## config.mk

```make
export PLATFORM = sky130hd
export DESIGN_NAME = full_adder_core
export DESIGN_NICKNAME = d
export VERILOG_FILES = /design/src/rtl/full_adder_core.sv
export SDC_FILE = /design/constraint.sdc
export NUM_CORES = 1
export LEC_CHECK = 0
export BUFFER_PORTS_ARGS = -buffer_cell sky130_fd_sc_hd__clkbuf_2
export CAP_MARGIN = 20
export CELL_PAD_IN_SITES_DETAIL_PLACEMENT = 0
export CELL_PAD_IN_SITES_GLOBAL_PLACEMENT = 1
export CORE_AREA = 4 4 41 43
export CTS_CLUSTER_DIAMETER = 60
export DETAILED_ROUTE_END_ITERATION = 6
export DIE_AREA = 0 0 45 47
export GPL_TIMING_DRIVEN = 0
export PLACE_DENSITY_LB_ADDON = 0.1
export SETUP_SLACK_MARGIN = 0.3
export SLEW_MARGIN = 10
export SYNTH_ARGS = -nofsm -noshare
export SYNTH_HDL_FRONTEND = slang
export SYNTH_HIERARCHICAL = 1
export SYNTH_SLANG_ARGS = --single-unit
```

## constraint.sdc

```tcl
create_clock -name clk -period 1 [get_ports clk]
set_clock_uncertainty 0.2 [all_clocks]
set_input_delay 0.1 -clock clk [delete_from_list [all_inputs] [get_ports clk]]
set_output_delay 0.1 -clock clk [all_outputs]
set_load 0.01 [all_outputs]
```

## src/rtl/full_adder_core.sv

```systemverilog
// full_adder_core: ripple-carry adder built from half-adder cells, with a
// combinational result and a one-cycle registered copy.
module full_adder_core_ha (
    input  logic a_i,
    input  logic b_i,
    output logic s_o,
    output logic c_o
);
    assign s_o = a_i ^ b_i;
    assign c_o = a_i & b_i;
endmodule

module full_adder_core_cell (
    input  logic a_i,
    input  logic b_i,
    input  logic c_i,
    output logic s_o,
    output logic c_o
);
    logic p, g, h;
    full_adder_core_ha u_ha0 (.a_i(a_i), .b_i(b_i), .s_o(p), .c_o(g));
    full_adder_core_ha u_ha1 (.a_i(p), .b_i(c_i), .s_o(s_o), .c_o(h));
    assign c_o = g | h;
endmodule

module full_adder_core #(
    parameter int WIDTH = 1
) (
    input  logic             clk,
    input  logic             rst,
    input  logic [WIDTH-1:0] x,
    input  logic [WIDTH-1:0] y,
    input  logic             c_in,
    input  logic             en,
    output logic [WIDTH-1:0] sum_f,
    output logic             carry_f,
    output logic [WIDTH-1:0] sum_q,
    output logic             carry_q,
    output logic             valid_q
);
    // Unpacked so each link of the ripple chain is an independent net
    logic c [WIDTH+1];
    logic [WIDTH-1:0] sum_d;
    logic carry_d, valid_d;

    assign c[0] = c_in;

    genvar i;
    generate
        for (i = 0; i < WIDTH; i++) begin : g_cell
            full_adder_core_cell u_cell (
                .a_i(x[i]),
                .b_i(y[i]),
                .c_i(c[i]),
                .s_o(sum_f[i]),
                .c_o(c[i+1])
            );
        end
    endgenerate

    assign carry_f = c[WIDTH];

    always_comb begin
        sum_d   = en ? sum_f : sum_q;
        carry_d = en ? carry_f : carry_q;
        valid_d = en | valid_q;
    end

    always_ff @(posedge clk or posedge rst) begin
        if (rst) begin
            sum_q   <= '0;
            carry_q <= 1'b0;
            valid_q <= 1'b0;
        end else begin
            sum_q   <= sum_d;
            carry_q <= carry_d;
            valid_q <= valid_d;
        end
    end
endmodule

```

==> reports/results.ini <==
[timing]
holdWs_ns=-0.0486
worst_slew_pin_slew_ns=0.129
fin_crit_sh=1.22
setup_violations=7
relSlewSlack=0.914
fmax_ghz=0.822
rsz0062_at_grt=yes
finalWorstPathRequiredPeriod_ns=1.22
timing_hold_violations_final=3
finalMaxSlewViolations=0
final_ws_setup_ns=-0.217

[status]
run_status=finished with violations
violated_checks=hold timing, setup timing

[synthesis]
postSynthRegisterBits=3
share_of_the_yosys_chip_area_belonging_to_registers=0.541
syn_area_sq_um=139
post_synth_inst_count=10
yosys.cell_types.count=6
mean_syn_cell_area_sq_um=13.9
yosys_warnings=6
postSynthNetCount=18

[critical_path]
worst-endpoint-required_ns=0.70
startpoint_type=input pin
crit_path_max_fanout=2
worstSetupEndpointType=primary output
cp_data_arrival_time_ns=0.92
timing.critical_path.slowest_cell_delay_ns=0.23
critPathKind=in -> out
critical_path.slowest_cell=sky130_fd_sc_hd__ha_4
cp_cell_sequence=buf_6 > ha_4 > ha_4 > or2_4 > buf_6

[power]
power.leakage_nw=0.148
power.ir.vdd_worst_mv=0.522
power.density_mw_per_mm2=1550

[placement]
dpl_worst_slack_ns=-0.386
place.port_buffers=10
place.gp.congestion=0.625
post-dp-hpwl_um=316

[global_routing]
grt_pass1_wl_um=627
grt_max_degree=4
globalRouteOverflowTotal=0
grt_use_total=0.0474
number_of_global_route_vias_before_repair=163
antenna_found_initial=0

[cts]
cts-buffers-inserted=3
cts_max_level=1
clkTransAtPathRegs_ns=0.03
cts.sink_count=3
clock_latency_ns=0.23
cts.root.buffer_cell=sky130_fd_sc_hd__clkbuf_4
cts_hold_buf=1
cts_tree=done
cts_max_path_buffers=2

[floorplan]
y_dimension_of_the_die_um=47
die-area_sq_mm=0.00212
rows=13
floorplan.initialDensity=0.107
io_pins=11
core_sq_mm=0.00130
die_w_um=45

[finish]
num-nets-final=35
num-fill-cells=159
n_antenna_cell=0
syn2layout_area_growth_pct=126
layout-drive-gt1-share=0.769

[detailed_routing]
finalWirelength_um=393
wire_length_per_cell_um=9.59
drcViolationCount=0
drt-initial-drc-count=2
antenna_violating_nets_post_route=0
route.vias.total=132
drt-vias-per-instance=3.22
first_pass_iters=2

[hold_path]
worstHoldPathType=in -> reg

[run]
max_cap_viol_count=0

worst max-delay path: cells and delay by family:
kind,cells,cell delay (ns)
buffers and inverters,2,0.22
adder cells (fa/ha/maj),2,0.37
AND/OR/NAND/NOR,1,0.23
path summary, 6_finish.rpt:
check / from / depth (start not counted) / endpoint / slack, ns
max in group asynchronous: rst / 3 / valid_q / 0.38
max: y / 5 / carry_f / -0.22
min: en / 2 / valid_q / -0.05
min in group asynchronous: rst / 3 / sum_q / 0.08
max reg2reg: valid_q / 2 / valid_q / -0.01
min reg2reg: carry_q / 1 / carry_q / 0.31
cell usage after synthesis (all sizes together):
master	number	area, sq um
dfrtp	3	75.1
mux2	2	22.5
or2	2	12.5
ha	2	25.0
inv	1	3.75
where the power goes:
part           internal [mW]  switching, mW  total (mW)
sequential             0.136        0.00946       0.146
clock                  0.149         0.0588       0.208
combinational         0.0874         0.0471       0.134
per-layer routing:
metal | global-route usage | part of all wire | vias up
li1 | - | - | 65
met1 | 0.0387 | 0.41 | 60
met2 | 0.0650 | 0.44 | 7
met3 | 0.0421 | 0.15 | 0
met4 | 0.0526 | 0 | 0
met5 | 0 | 0 | -
stage by stage:
| stage | util | instance area, sq um | cells | total power [mW] | TNS (ns) |
|---|---|---|---|---|---|
| after floorplan | - | 176 | 10 | 0.208 | -0.388 |
| after global placement | 0.188 | 245 | 35 | 0.250 | -0.960 |
| after detailed placement | 0.188 | 245 | 35 | 0.253 | -0.982 |
| after CTS | 0.216 | 282 | 40 | 0.478 | -0.637 |
| after global routing | 0.241 | 314 | 41 | 0.529 | -0.724 |
| final | 0.241 | 314 | 41 | 0.488 | -0.550 |
logic make-up (layout without fill, tap and decap cells):
group | Yosys count | count (layout) | synth area share
muxes | 2 | 2 | 0.162
buffers and inverters | 1 | 17 | 0.0270
DFF | 3 | 3 | 0.541
adders and majority gates | 2 | 2 | 0.180
and+or+nand+nor | 2 | 2 | 0.0901
cell type report:
class | count | area [sq um] | area share
Tap cell | 15 | 18.8 | 0.0598
Timing Repair Buffer | 12 | 92.6 | 0.295
Multi-Input combinational cell | 6 | 97.6 | 0.311
Inverter | 1 | 3.75 | 0.0120
Clock buffer | 4 | 26.3 | 0.0837
Sequential cell | 3 | 75.1 | 0.239
what timing repair did:
action,CTS,global route
hold endpoints to repair,6,3
pin swaps,0,1
setup endpoints to repair,8,8
gates resized for setup,0,9
buffers inserted,0,1
registers in the layout (all words and copies together), names as in the netlist:
name and cells:
sum_q 1, valid_q 1, carry_q 1
cells in the final DEF (no fill, tap or decap), types with 2 or more instances in the layout:
cell type / count
sky130_fd_sc_hd__ha_4: 2
sky130_fd_sc_hd__or2_4: 2
sky130_fd_sc_hd__dfrtp_1: 3
sky130_fd_sc_hd__clkbuf_4: 3
sky130_fd_sc_hd__clkbuf_2: 5
sky130_fd_sc_hd__buf_6: 4
sky130_fd_sc_hd__mux2_4: 2
No activity file was read; power rests on OpenSTA's default activity.
